[config.mk]
export PLATFORM = sky130hd
export DESIGN_NAME = mdu_exec_unit
export DESIGN_NICKNAME = d
export VERILOG_FILES = /design/src/rtl/mdu_exec_unit_pkg.sv /design/src/rtl/mdu_divider_step.sv /design/src/rtl/mdu_exec_unit.sv
export SDC_FILE = /design/constraint.sdc
export NUM_CORES = 1
export LEC_CHECK = 0
export CAP_MARGIN = 25
export CORE_ASPECT_RATIO = 0.5
export CORE_MARGIN = 2
export CORE_UTILIZATION = 30
export CTS_CLUSTER_SIZE = 14
export DETAILED_ROUTE_END_ITERATION = 6
export PLACE_DENSITY = 0.52
export SLEW_MARGIN = 10
export SYNTH_ARGS = -nofsm -noshare
export SYNTH_HDL_FRONTEND = slang
export SYNTH_SLANG_ARGS = --single-unit
[constraint.sdc]
create_clock -name clk -period 6.3 [get_ports clk]
set_input_delay 0.63 -clock clk [delete_from_list [all_inputs] [get_ports clk]]
set_output_delay 0.63 -clock clk [all_outputs]
set_load 0.02 [all_outputs]
[src/rtl/mdu_exec_unit_pkg.sv]
// Shared types and helpers for the iterative RV32M multiply/divide unit.
//   mdu_op_e    : 3-bit M-extension operation encoding
//   mdu_state_e : control FSM states
//   is_signed_rs1 / is_signed_rs2 / is_div / is_rem : operation decode helpers
package mdu_exec_unit_pkg;

  localparam int MDU_OP_WIDTH = 3;

  typedef enum logic [MDU_OP_WIDTH-1:0] {
    OP_MUL    = 3'd0,
    OP_MULH   = 3'd1,
    OP_MULHSU = 3'd2,
    OP_MULHU  = 3'd3,
    OP_DIV    = 3'd4,
    OP_DIVU   = 3'd5,
    OP_REM    = 3'd6,
    OP_REMU   = 3'd7
  } mdu_op_e;

  typedef enum logic [1:0] {
    ST_IDLE,
    ST_MUL,
    ST_DIV,
    ST_DONE
  } mdu_state_e;

  function automatic logic is_signed_rs1(input mdu_op_e op);
    return (op == OP_MULH) || (op == OP_MULHSU) || (op == OP_DIV) || (op == OP_REM);
  endfunction

  function automatic logic is_signed_rs2(input mdu_op_e op);
    return (op == OP_MULH) || (op == OP_DIV) || (op == OP_REM);
  endfunction

  function automatic logic is_div(input mdu_op_e op);
    return op[2];
  endfunction

  function automatic logic is_rem(input mdu_op_e op);
    return op[2] && op[1];
  endfunction

endpackage

[src/rtl/mdu_divider_step.sv]
// Combinational restoring-division slice retiring BITS_PER_CYCLE quotient bits.
//   rem/quo/divisor     : current partial remainder, dividend-shifting quotient, divisor
//   rem_nxt/quo_nxt     : values after BITS_PER_CYCLE restoring steps
// The dividend enters through quo MSB-first; quotient bits fill in from the LSB.
module mdu_divider_step #(
  parameter int XLEN           = 32,
  parameter int BITS_PER_CYCLE = 1
) (
  input  logic [XLEN-1:0] rem,
  input  logic [XLEN-1:0] quo,
  input  logic [XLEN-1:0] divisor,
  output logic [XLEN-1:0] rem_nxt,
  output logic [XLEN-1:0] quo_nxt
);

  logic [XLEN:0] trial;

  always_comb begin
    rem_nxt = rem;
    quo_nxt = quo;
    trial   = '0;
    for (int i = 0; i < BITS_PER_CYCLE; i++) begin
      trial   = {rem_nxt, quo_nxt[XLEN-1]};
      quo_nxt = {quo_nxt[XLEN-2:0], 1'b0};
      if (trial >= {1'b0, divisor}) begin
        trial      = trial - {1'b0, divisor};
        quo_nxt[0] = 1'b1;
      end
      // rem < divisor is invariant, so the restored value always fits XLEN bits
      rem_nxt = trial[XLEN-1:0];
    end
  end

endmodule

[src/rtl/mdu_exec_unit.sv]
// Iterative RV32M multiply/divide execute unit.
//   clk, rst (async active-low), flush (abort current op)
//   in_valid/in_ready/in_op/in_rs1/in_rs2/in_rd_addr/in_pc : request
//   out_valid/out_ready/out_result/out_rd_addr/out_pc       : response
//   busy : unit is not idle
// Shift-add multiply / restoring divide on operand magnitudes, BITS_PER_CYCLE
// bits per cycle, sign fix-up when the result is written on entry to DONE.
// XLEN must be even and >= 8; BITS_PER_CYCLE in {1,2,4} and must divide XLEN.
module mdu_exec_unit
  import mdu_exec_unit_pkg::*;
#(
  parameter int XLEN           = 32,
  parameter int BITS_PER_CYCLE = 1
) (
  input  logic                    clk,
  input  logic                    rst,
  input  logic                    flush,
  input  logic                    in_valid,
  output logic                    in_ready,
  input  logic [MDU_OP_WIDTH-1:0] in_op,
  input  logic [XLEN-1:0]         in_rs1,
  input  logic [XLEN-1:0]         in_rs2,
  input  logic [4:0]              in_rd_addr,
  input  logic [XLEN-1:0]         in_pc,
  output logic                    out_valid,
  input  logic                    out_ready,
  output logic [XLEN-1:0]         out_result,
  output logic [4:0]              out_rd_addr,
  output logic [XLEN-1:0]         out_pc,
  output logic                    busy
);

  localparam int ITER = XLEN / BITS_PER_CYCLE;
  localparam int CW   = $clog2(ITER);
  localparam logic [XLEN-1:0] INT_MIN = {1'b1, {(XLEN-1){1'b0}}};

  mdu_state_e state, state_nxt;
  mdu_op_e    op_q, in_op_e;
  logic [CW-1:0]   cnt;
  // MUL: acc_hi = partial product, acc_lo = multiplier, opnd = multiplicand
  // DIV: acc_hi = remainder,       acc_lo = quotient,   opnd = divisor
  logic [XLEN-1:0] acc_hi, acc_lo, opnd;
  logic            neg_q, neg_r;

  logic            fire, s1, s2, fast_zero, fast_ovf;
  logic [XLEN-1:0] mag1, mag2, fast_res;

  assign in_op_e   = mdu_op_e'(in_op);
  assign in_ready  = (state == ST_IDLE) && !flush;
  assign fire      = in_valid && in_ready;
  assign busy      = (state != ST_IDLE);
  assign out_valid = (state == ST_DONE);

  assign s1        = is_signed_rs1(in_op_e) && in_rs1[XLEN-1];
  assign s2        = is_signed_rs2(in_op_e) && in_rs2[XLEN-1];
  assign mag1      = s1 ? -in_rs1 : in_rs1;
  assign mag2      = s2 ? -in_rs2 : in_rs2;
  assign fast_zero = is_div(in_op_e) && (in_rs2 == '0);
  assign fast_ovf  = is_div(in_op_e) && is_signed_rs1(in_op_e) &&
                     (in_rs1 == INT_MIN) && (in_rs2 == '1);
  assign fast_res  = fast_zero ? (is_rem(in_op_e) ? in_rs1 : '1)
                               : (is_rem(in_op_e) ? '0 : in_rs1);

  // Multiplier step: add-if-lsb then shift the {hi,lo} pair right
  logic [XLEN:0]   mul_sum;
  logic [XLEN-1:0] mul_hi, mul_lo;

  always_comb begin
    mul_hi  = acc_hi;
    mul_lo  = acc_lo;
    mul_sum = '0;
    for (int i = 0; i < BITS_PER_CYCLE; i++) begin
      mul_sum = {1'b0, mul_hi} + (mul_lo[0] ? {1'b0, opnd} : '0);
      mul_lo  = {mul_sum[0], mul_lo[XLEN-1:1]};
      mul_hi  = mul_sum[XLEN:1];
    end
  end

  logic [XLEN-1:0] div_rem, div_quo;

  mdu_divider_step #(
    .XLEN           (XLEN),
    .BITS_PER_CYCLE (BITS_PER_CYCLE)
  ) u_div_step (
    .rem     (acc_hi),
    .quo     (acc_lo),
    .divisor (opnd),
    .rem_nxt (div_rem),
    .quo_nxt (div_quo)
  );

  // Signed result from the final iteration's outputs
  logic [2*XLEN-1:0] prod_fin;
  logic [XLEN-1:0]   fin_res;

  always_comb begin
    prod_fin = neg_q ? -{mul_hi, mul_lo} : {mul_hi, mul_lo};
    case (op_q)
      OP_MUL:                        fin_res = prod_fin[XLEN-1:0];
      OP_MULH, OP_MULHSU, OP_MULHU:  fin_res = prod_fin[2*XLEN-1:XLEN];
      OP_DIV, OP_DIVU:               fin_res = neg_q ? -div_quo : div_quo;
      default:                       fin_res = neg_r ? -div_rem : div_rem;
    endcase
  end

  always_ff @(posedge clk or negedge rst) begin
    if (!rst) state <= ST_IDLE;
    else      state <= state_nxt;
  end

  always_comb begin
    state_nxt = state;
    case (state)
      ST_IDLE: if (fire) begin
        if (!is_div(in_op_e))          state_nxt = ST_MUL;
        else if (fast_zero || fast_ovf) state_nxt = ST_DONE;
        else                            state_nxt = ST_DIV;
      end
      ST_MUL, ST_DIV: if (cnt == '0) state_nxt = ST_DONE;
      ST_DONE: if (out_ready) state_nxt = ST_IDLE;
      default: state_nxt = ST_IDLE;
    endcase
    if (flush) state_nxt = ST_IDLE;
  end

  always_ff @(posedge clk or negedge rst) begin
    if (!rst) begin
      op_q        <= OP_MUL;
      cnt         <= '0;
      acc_hi      <= '0;
      acc_lo      <= '0;
      opnd        <= '0;
      neg_q       <= 1'b0;
      neg_r       <= 1'b0;
      out_result  <= '0;
      out_rd_addr <= '0;
      out_pc      <= '0;
    end else if (flush) begin
      cnt <= '0;
    end else begin
      case (state)
        ST_IDLE: if (fire) begin
          op_q        <= in_op_e;
          out_rd_addr <= in_rd_addr;
          out_pc      <= in_pc;
          neg_q       <= s1 ^ s2;
          neg_r       <= s1;
          cnt         <= CW'(ITER - 1);
          acc_hi      <= '0;
          acc_lo      <= is_div(in_op_e) ? mag1 : mag2;
          opnd        <= is_div(in_op_e) ? mag2 : mag1;
          if (fast_zero || fast_ovf) out_result <= fast_res;
        end
        ST_MUL, ST_DIV: begin
          acc_hi <= (state == ST_MUL) ? mul_hi : div_rem;
          acc_lo <= (state == ST_MUL) ? mul_lo : div_quo;
          if (cnt == '0) out_result <= fin_res;
          else           cnt        <= cnt - CW'(1);
        end
        default: ;
      endcase
    end
  end

endmodule

**Word level (Yosys, flattened, before mapping)**

Cells that the tools add are included.
W data, S select, Z words.

- Flip-flop bits (word level): 177
- Bits of input ports: 109
- Output and inout bits: 72
- Word-level logic and storage cells: 109

- Add/subtract/negate cells: 8
- Magnitude comparators: 1
- Equal/unequal tests: 21
- Muxes and demuxes: 35
- Bitwise operators: 2
- Reduce and logical (&&, ||, !) cells: 31

Operator list:

| kind | count |
|---|---|
| $mux W32 | 18 |
| $pmux W32 S2 | 3 |
| $neg A32 Y32 | 4 |
| $pmux W32 S3 | 1 |
| $eq A32 B32 Y1 const B | 2 |
| $mux W64 | 1 |
| $neg A64 Y64 | 1 |
| $add A32 B32 Y33 | 1 |
| $ge A33 B32 Y1 | 1 |
| $logic_not A32 Y1 | 1 |
| $sub A32 B32 Y32 | 1 |
| $mux W5 | 3 |
| $eq A3 B3 Y1 const B | 4 |
| $reduce_and A3 Y1 | 4 |
| $mux W2 | 5 |
| $pmux W5 S2 | 1 |
| $eq A3 B2 Y1 const B | 3 |
| $logic_and A1 B1 Y1 | 9 |
| $ne A3 B3 Y1 const B | 3 |
| $eq A3 B1 Y1 const B | 2 |
| $logic_or A1 B1 Y1 | 6 |
| $pmux W2 S3 | 1 |
| $logic_not A5 Y1 | 1 |
| $reduce_and A5 Y1 | 1 |
| 16 further kinds | 21 |

**Longest topological paths before layout**

Gate-level depths: netlist (run 1).

- Depth in word-level cells: 13
- Depth in mapped cells: 24
- Depth with buffers taken out: 20

**Modules after synthesis**

A second synthesis (run 1) with hierarchy kept.

- Cell total of the unflattened synthesis: 2418
- Area, all modules: 18704.2 um2

By module, submodules not included:

| module | times used | cells an instance | area an instance (um2) | sequential area each (um2) |
|---|---|---|---|---|
| mdu_exec_unit | 1 | 2064 | 16140.5 | 4429.2 |
| mdu_divider_step | 1 | 354 | 2563.7 | 0.0 |

**Least setup slack after synthesis (run 1)**

OpenSTA, ideal clock, no wires.

- Path type: flip-flop to flip-flop
- Start point: reg acc_hi[5]
- End point: reg out_result[26]
- Arrival time: 5.552 ns
- Data required time: 6.210 ns
- Slack: 0.658 ns
- Cell stages (with the launch flop): 23
- Path buffers: 3
- Cell sequence: dfrtp_1 > ha_1 > a21oi_1 > o21ai_1 > a21oi_1 > o211ai_1 > o21a_1 > inv_1 > clkbuf_1 > clkbuf_1 > clkbuf_1 > nor2_1 > a21oi_1 > ha_1 > inv_1 > or2_2 > or4_1 > nor4_1 > a21oi_1 > or4_1 > o41a_1 > xor2_1 > o221ai_1

- Word-level cells in the longest chain between the ends: 7
- Elaborated cells on any way between the ends: 14
- Classes of those cells: 5 x add/sub; 1 x order compare; 8 x mux

Ends and longest elaborated chain:

| item | RTL line | text |
|---|---|---|
| start: declaration | mdu_exec_unit.sv:42 | `logic [XLEN-1:0] acc_hi, acc_lo, opnd;` |
| start signal: assignment | mdu_exec_unit.sv:155 | `acc_hi <= (state == ST_MUL) ? mul_hi : div_rem;` |
| $sub A32 B32 Y32 / $ge A33 B32 Y1 (equally long branches) | mdu_divider_step.sv:26, mdu_divider_step.sv:25 |  |
| $mux W32 / $mux W1 (equally long branches) | mdu_divider_step.sv:25 | `if (trial >= {1'b0, divisor}) begin` |
| $neg A32 Y32, on equally long branches | mdu_exec_unit.sv:102, mdu_exec_unit.sv:101 |  |
| $mux W32, on equally long branches | mdu_exec_unit.sv:102, mdu_exec_unit.sv:101 |  |
| $pmux W32 S3 * | mdu_exec_unit.sv:98 | `case (op_q)` |
| $mux W32 * | mdu_exec_unit.sv:157 | `if (cnt == '0) out_result <= fin_res;` |
| $pmux W32 S2 * | mdu_exec_unit.sv:141 | `case (state)` |
| end signal: assignment | mdu_exec_unit.sv:152 | `if (fast_zero \|\| fast_ovf) out_result <= fast_res;` |
| end signal: assignment | mdu_exec_unit.sv:157 |  |
| end: declaration | mdu_exec_unit.sv:27 | `output logic [XLEN-1:0] out_result,` |

Every way passes the cells marked *; elsewhere a longest branch is shown, timed or not. The select of a mux whose other input is x is not followed.
A chain may end at the register's enable or synchronous reset.

**Worst setup path after layout (run 1)**

- Start point: reg acc_hi[14]
- End point: reg out_result[26]

Same word-level chain as after synthesis.

==> summary.md, run 1 <==
| Metric | Value |
|---|---|
| Routed wire length | `between 80,000 and 90,000 um` |
| VDD IR max | `265 uV` |
| Htree depth | `4` |
| Boundary pin count | `181` |
| Worst setup margin | `roughly 270 ps` |
| Fmax | `between 150 and 200 MHz` |
| Die X | `about 360 um` |
| Layout area overhead | `17.7%` |
| Data arrival, critical path | `roughly 6400 ps` |
| Share of cells above drive strength 1 | `8.29%` |
| Switching share of power | `56.2%` |
| Total track usage | `26.9%` |
| Largest net degree at the start of global routing | `just over 80` |
| CTS max path bufs | `2` |
| Share of the synthesized area in the top cell type | `23.7%` |
| Initial antenna violation count | `6` |
| Hold Fails Final Rpt | `0` |
| Worst setup SP type | `flop` |
| P_sw | `6.77 mW` |
| HP Class | `input pin to async pin` |
| I/O Buffers | `180` |
| Ys async rst share | `between 90% and 100%` |
| Design area | `22,000 sq um` |
| Status | `complete, no violations` |
| Critical Path Sink | `out_result[26]` |
| Int Pwr | `5.28 mW` |
| Number of distinct library cells after synthesis | `89` |
| FILL cells | `between 6,000 and 7,000` |
| Post-CTS Setup Inserts | `0` |
| Reg2reg setup slack | `270 ps` |
| Synth top cells by count | `nand2_1, nor2_1, o21ai_0` |
| Vias in the first global route | `18,800` |
| Total negative slack | `0 ps` |
| Slew @ Worst Pin | `approximately 1100 ps` |
| CTS sink count | `about 180` |
| CP required | `around 6700 ps` |
| Power per cell area | `549 nW/um^2` |
| Slew Viols, Final | `0` |
| Clk pwr share | `under 10%` |
| Die area | `around 64,000 sq um` |
| Register area | `roughly 4400 sq um` |
| CTS root buffer | `clkbuf_16` |
| Area contributors post-synth | `dfrtp_1, o21ai_0, a21oi_1, nand2_1, nor2_1` |
| Nets | `2,766` |
| Area post-placement | `approximately 21,000 sq um` |
| Vias | `approximately 20,000` |
| Die height | `between 150 and 200 um` |
| Clock Skews | `15.8 ps` |
| Worst-path clk slew | `~80 ps` |
| Mapped Avg Cell Area | `~7.5 sq um` |
| Synthesized net count | `between 2,000 and 3,000` |
| Comb power frac | `71.4%` |
| RSZ-0062 raised after global routing | `no` |
| Site Rows | `64` |
| Yosys top cell by area | `dfrtp_1` |
| Part of the cycle the worst path needs | `95.7%` |
| Maxcap violations | `0` |
| Num CTS Buffers | `17` |
| Grt ovf | `0` |
| Crit. End Element | `flop` |
| Synth Warn # | `0` |
| Final min period | `just over 6000 ps` |
| Initial drt markers | `approximately 2,100` |
| Drt pass-1 iters | `5` |
| Initial Util | `between 30% and 40%` |
| Quantity of gates resized following cts | `0` |
| Average wire per cell in the routed design | `between 20 and 30 um` |
| Yosys reg bits | `around 180` |
| Sequential group share of total power | `between 10% and 20%` |
| DP Cell Count | `3,386` |
| Detail Route Antenna Nets | `0` |
| Final setup violating endpoints | `0` |
| Cells after Synth | `roughly 2,500` |
| Most common cell in the netlist | `nand2_1` |
| Setup WS pre-CTS | `between 400 and 500 ps` |
| DR DRC count | `0` |
| Core area | `~61,000 sq um` |
| Multi-input logic area | `between 10,000 and 15,000 sq um` |
| Number of synthesized flops with an enable pin | `0` |
| Sequential area share after synthesis | `23.7%` |
| Skew-Pair Late Insertion Delay | `approximately 500 ps` |
| Critical R2R Capture | `out_result[26]` |
| Hold WS | `between 100 and 150 ps` |
| Normalized max-slew margin | `between 20% and 30%` |
| Fin cells | `around 3,400` |
| CTS Hold Bufs | `0` |
| Crit Path Max Fanout | `8` |
| Crit Path Class | `flop to flop` |
| Worst Setup SP | `acc_hi[14]` |
| CTS tree | `yes` |
| Critical R2R Launch | `acc_hi[14]` |
| DR vias/cell | `5.91` |
| First-pass GRT wire length | `130,000 um` |
| Reg2Reg Depth | `18` |
| Gp weighted congestion | `roughly 0.96` |
| Detailed Place HPWL | `between 70,000 and 80,000 um` |
| Syn Std Cell Area | `between 15,000 and 20,000 sq um` |
| Leak pwr | `8.63 nW` |
| Synth Flop Type | `dfrtp_1` |
[layout by cell type, fill, tap and decap left out, types with 22 or more instances in the layout]
cell type and instances:
and2_1 22, a21o_1 25, o31ai_1 33, xnor2_1 102, a211oi_1 62, maj3_1 26
or3_1 34, xor2_1 96, buf_4 61, o21ai_0 222, a21oi_1 210, dfrtp_1 176
nor2_1 256, a31oi_1 24, inv_1 69, nand3_1 32, nand4_1 32, clkdlybuf4s50_1 178
nor4_1 24, or4_1 22, nand2_1 278, nor3_1 62, mux2i_1 36, mux2_2 74
ha_1 73, a221oi_1 24
[power by group through the flow]
stage	Combinational (mW)	Sequential, mW	Clock (mW)
floorplan	5.27	2.20	0
global placement	8.35	2.24	0
detailed placement	8.30	2.26	0
CTS	8.35	2.24	1.21
global route	9.17	2.33	1.26
finish	8.60	2.25	1.20
[cells by family after synthesis]
| family | count (synthesis) | share of synthesized area [%] |
|---|---|---|
| simple gates | 870 | 22.2 |
| compound gates | 789 | 26.9 |
| mux | 110 | 6.40 |
| fa+ha+maj | 103 | 6.64 |
| buf+inv | 237 | 4.81 |
| xor+xnor | 198 | 9.29 |
| flops | 177 | 23.7 |
[layer usage]
layer  global-route usage [%]  vias to the layer above  wire (um)
met5                        0                        -         13
met4                     7.24                        2       2370
met3                     7.05                      100       8230
met2                     38.9                      825      36400
met1                     39.0                     9973      41200
li1                         -                     9297          -
[critical path: stages (launching register included)]
cell and delay [ps]:
dfrtp_1 440, ha_1 490, nand4_1 300, nor4_1 530, o211ai_1 220, o211ai_1 250
o21a_2 220, inv_1 120, a21oi_1 310, ha_1 250, inv_1 60, or2_2 300
or4_1 520, nor4_1 440, a21oi_1 240, or4_1 570, o41a_1 330, xor2_1 150
o221ai_1 200
[worst min-delay path by stage]
| stage | end | cells after the start | slack (ps) |
|---|---|---|---|
| floorplan | acc_hi[0] | 0 | 330 |
| global placement | opnd[18] | 2 | 460 |
| detailed placement | opnd[26] | 1 | 470 |
| CTS | out_pc[29] | 1 | 210 |
| global route | out_rd_addr[0] | 1 | 200 |
| finish | out_rd_addr[0] | 1 | 140 |
[cell type report]
class                   instances  area share, %
diodes                          1         0.0114
clock buffers                  18           2.00
well taps                     825           4.70
clock inverters                14          0.746
flip-flops and latches        177           20.2
repair buffers                242           10.3
inverters                      72           1.23
multi-input cells            2070           60.9
[sequential cells by signal, summed over array words and instances, names as in the netlist]
signal and count:
out_pc 32, op_q 3, acc_hi 32, cnt 5
opnd 32, neg_r 1, neg_q 1, out_result 32
state 2, out_rd_addr 5, acc_lo 32
[per-stage QoR]
step | total power, mW | utilization [%]
detailed placement | 10.6 | 34.8
CTS | 11.8 | 35.8
finish | 12.1 | 35.8
global route | 12.8 | 35.8
global placement | 10.6 | 34.8
floorplan | 7.47 | -
No activity file was read; power rests on OpenSTA's default activity.
==> run 2, diff against run 1 <==
--- a/config.mk
+++ b/config.mk
@@ -8,10 +8,10 @@
 export CAP_MARGIN = 25
 export CORE_ASPECT_RATIO = 0.5
 export CORE_MARGIN = 2
-export CORE_UTILIZATION = 30
+export CORE_UTILIZATION = 35
 export CTS_CLUSTER_SIZE = 14
 export DETAILED_ROUTE_END_ITERATION = 6
-export PLACE_DENSITY = 0.52
+export PLACE_DENSITY = 0.58
 export SLEW_MARGIN = 10
 export SYNTH_ARGS = -nofsm -noshare
 export SYNTH_HDL_FRONTEND = slang
==> run 2 against run 1 <==
Routed wire length decreased by 2.5%. Final cell count decreased by 3.6%. Sequential power increased by 2%. Global-route usage increased by 3.8 points. Count of clock-buffer cells in the layout decreased by 1. Die area decreased by 14%. First-iteration DRC count increased by 16%. Clock skew increased by 2.6 ps. Largest cell class unchanged. Highest routed layer is now met4.
==> summary.md, run 2 (synthesis results as in run 1) <==
| Metric | Value |
|---|---|
| Critical R2R Launch | `acc_hi[22]` |
| Initial drt markers | `~2,400` |
| Die area | `55,300 sq um` |
| FILL cells | `approximately 5,300` |
| Grt ovf | `0` |
| Final min period | `5910 ps` |
| Reg2Reg Depth | `18` |
| Share of cells above drive strength 1 | `8.29%` |
| Data arrival, critical path | `6300 ps` |
| CTS sink count | `177` |
| Slew Viols, Final | `0` |
| Final setup violating endpoints | `0` |
| I/O Buffers | `between 150 and 200` |
| Detail Route Antenna Nets | `0` |
| Vias | `20,300` |
| DR DRC count | `0` |
| Power per cell area | `about 550 nW/um^2` |
| Crit. End Element | `flop` |
| Crit path buffers/inverters | `2` |
| Skew-Pair Late Insertion Delay | `490 ps` |
| Largest net degree at the start of global routing | `90` |
| Slowest-stage cell, CP | `or4_1` |
| Crit Path Class | `flop to flop` |
| CTS Hold Bufs | `0` |
| Core area | `52,300 sq um` |
| Layout area overhead | `16.9%` |
| CTS root buffer | `clkbuf_16` |
| CP required | `about 6700 ps` |
| Multi-input logic area | `approximately 13,000 sq um` |
| Commonest non-fill, non-tap cell in the layout | `nand2_1` |
| Most frequent cells in the layout | `nand2_1, nor2_1, o21ai_0` |
| Hold Fails Final Rpt | `0` |
| Worst setup SP type | `flop` |
| VDD IR max | `around 380 uV` |
| Clock Skews | `between 15 and 20 ps` |
| Hold WS | `roughly 240 ps` |
| Site Rows | `59` |
| Vias in the first global route | `~19,000` |
| Normalized max-slew margin | `between 20% and 30%` |
| CP Cell Sequence | `ha_1 -> nand2_1 -> nor4_1 -> o211ai_1 -> o211ai_1 -> o21a_2 -> inv_1 -> a21oi_1 -> ha_1 -> inv_1 -> or2_2 -> or4_1 -> nor4_1 -> a21oi_1 -> or4_1 -> o41a_1 -> xor2_1 -> o221ai_1` |
| First-pass GRT wire length | `between 100,000 and 150,000 um` |
| Detailed Place HPWL | `around 67,000 um` |
| Fin cells | `between 3,000 and 4,000` |
| DP Cell Count | `approximately 3,300` |
| RSZ-0062 raised after global routing | `no` |
| Fmax | `169 MHz` |
| Num CTS Buffers | `17` |
| Slew @ Worst Pin | `1050 ps` |
| Crit Path Max Fanout | `11` |
| Reg2reg setup slack | `just under 400 ps` |
| Routed wire length | `around 86,000 um` |
| Total track usage | `a little under a third` |
| Maxcap violations | `0` |
| Average wire per cell in the routed design | `roughly 26 um` |
| CP max stage delay | `570 ps` |
| Total negative slack | `0 ps` |
| Gp weighted congestion | `~1` |
| Status | `complete, no violations` |
| Register area | `between 4000 and 5000 sq um` |
| Nets | `between 2,000 and 3,000` |
| Initial Util | `35.7%` |
| Htree depth | `4` |
| Critical R2R Capture | `out_result[26]` |
| Die height | `between 150 and 200 um` |
| Boundary pin count | `between 150 and 200` |
| Drt pass-1 iters | `7` |
| Part of the cycle the worst path needs | `a little over nine tenths` |
| CTS tree | `yes` |
| HP Class | `input pin to async pin` |
| CTS max path bufs | `2` |
| Crit-path leading delay family | `simple AND/OR/NAND/NOR gates` |
| Die X | `~330 um` |
| Initial antenna violation count | `2` |
| Quantity of gates resized following cts | `0` |
| Leak pwr | `8.62 nW` |
| Post-CTS Setup Inserts | `0` |
| Worst-path clk slew | `~90 ps` |
| DR vias/cell | `6.17` |
==> run 2: how the worst max path moves through the flow <==
stage	depth (start not counted)	slack [ps]	startpoint	endpoint
5_1_grt	18	60	acc_hi[18]	out_result[26]
6_report	18	390	acc_hi[22]	out_result[26]
3_5_place_dp	18	430	acc_hi[14]	out_result[26]
4_1_cts	18	400	acc_hi[13]	out_result[26]
2_1_floorplan	22	660	acc_hi[5]	out_result[26]
3_3_place_gp	18	710	acc_hi[14]	out_result[26]
==> run 2: area by class of cell <==
class | count | area share (%)
Tap cell | 701 | 4.02
Clock inverter | 15 | 0.757
Clock buffer | 17 | 1.95
Inverter | 72 | 1.24
Sequential cell | 177 | 20.3
Timing Repair Buffer | 242 | 10.4
Antenna cell | 2 | 0.0229
Multi-Input combinational cell | 2070 | 61.3
==> run 2: worst register-to-register path, delay by kind of cell, from the launching register on <==
kind | cells | cell delay, ps
compound gates | 7 | 1760
xor+xnor | 1 | 150
fa+ha+maj | 2 | 750
buf+inv | 2 | 150
flops | 1 | 480
simple gates | 6 | 2510
==> run 2: stage by stage <==
stage | area (sq um) | utilization [%] | setup slack, ps | power, mW
CTS | 21800 | 41.6 | 397 | 11.7
detailed placement | 21200 | 40.5 | 432 | 10.5
floorplan | 18700 | - | 658 | 7.47
global placement | 21200 | 40.5 | 711 | 10.5
finish | 21800 | 41.7 | 387 | 12.0
global route | 21800 | 41.7 | 57.0 | 12.7
==> run 2: metal layers <==
metal / share of wire, % / vias to the layer above / GRT usage, %
li1: - / 9323 / -
met1: 46 / 9880 / 45.3
met2: 41 / 1034 / 43.8
met3: 11 / 109 / 7.61
met4: 2.5 / 0 / 8.20
met5: 0 / - / 0
==> run 2: report_power, final <==
part / switching, mW / internal, mW
logic: 5.50 / 3.06
registers: 0.663 / 1.63
clock network: 0.623 / 0.536
total: 6.78 / 5.22
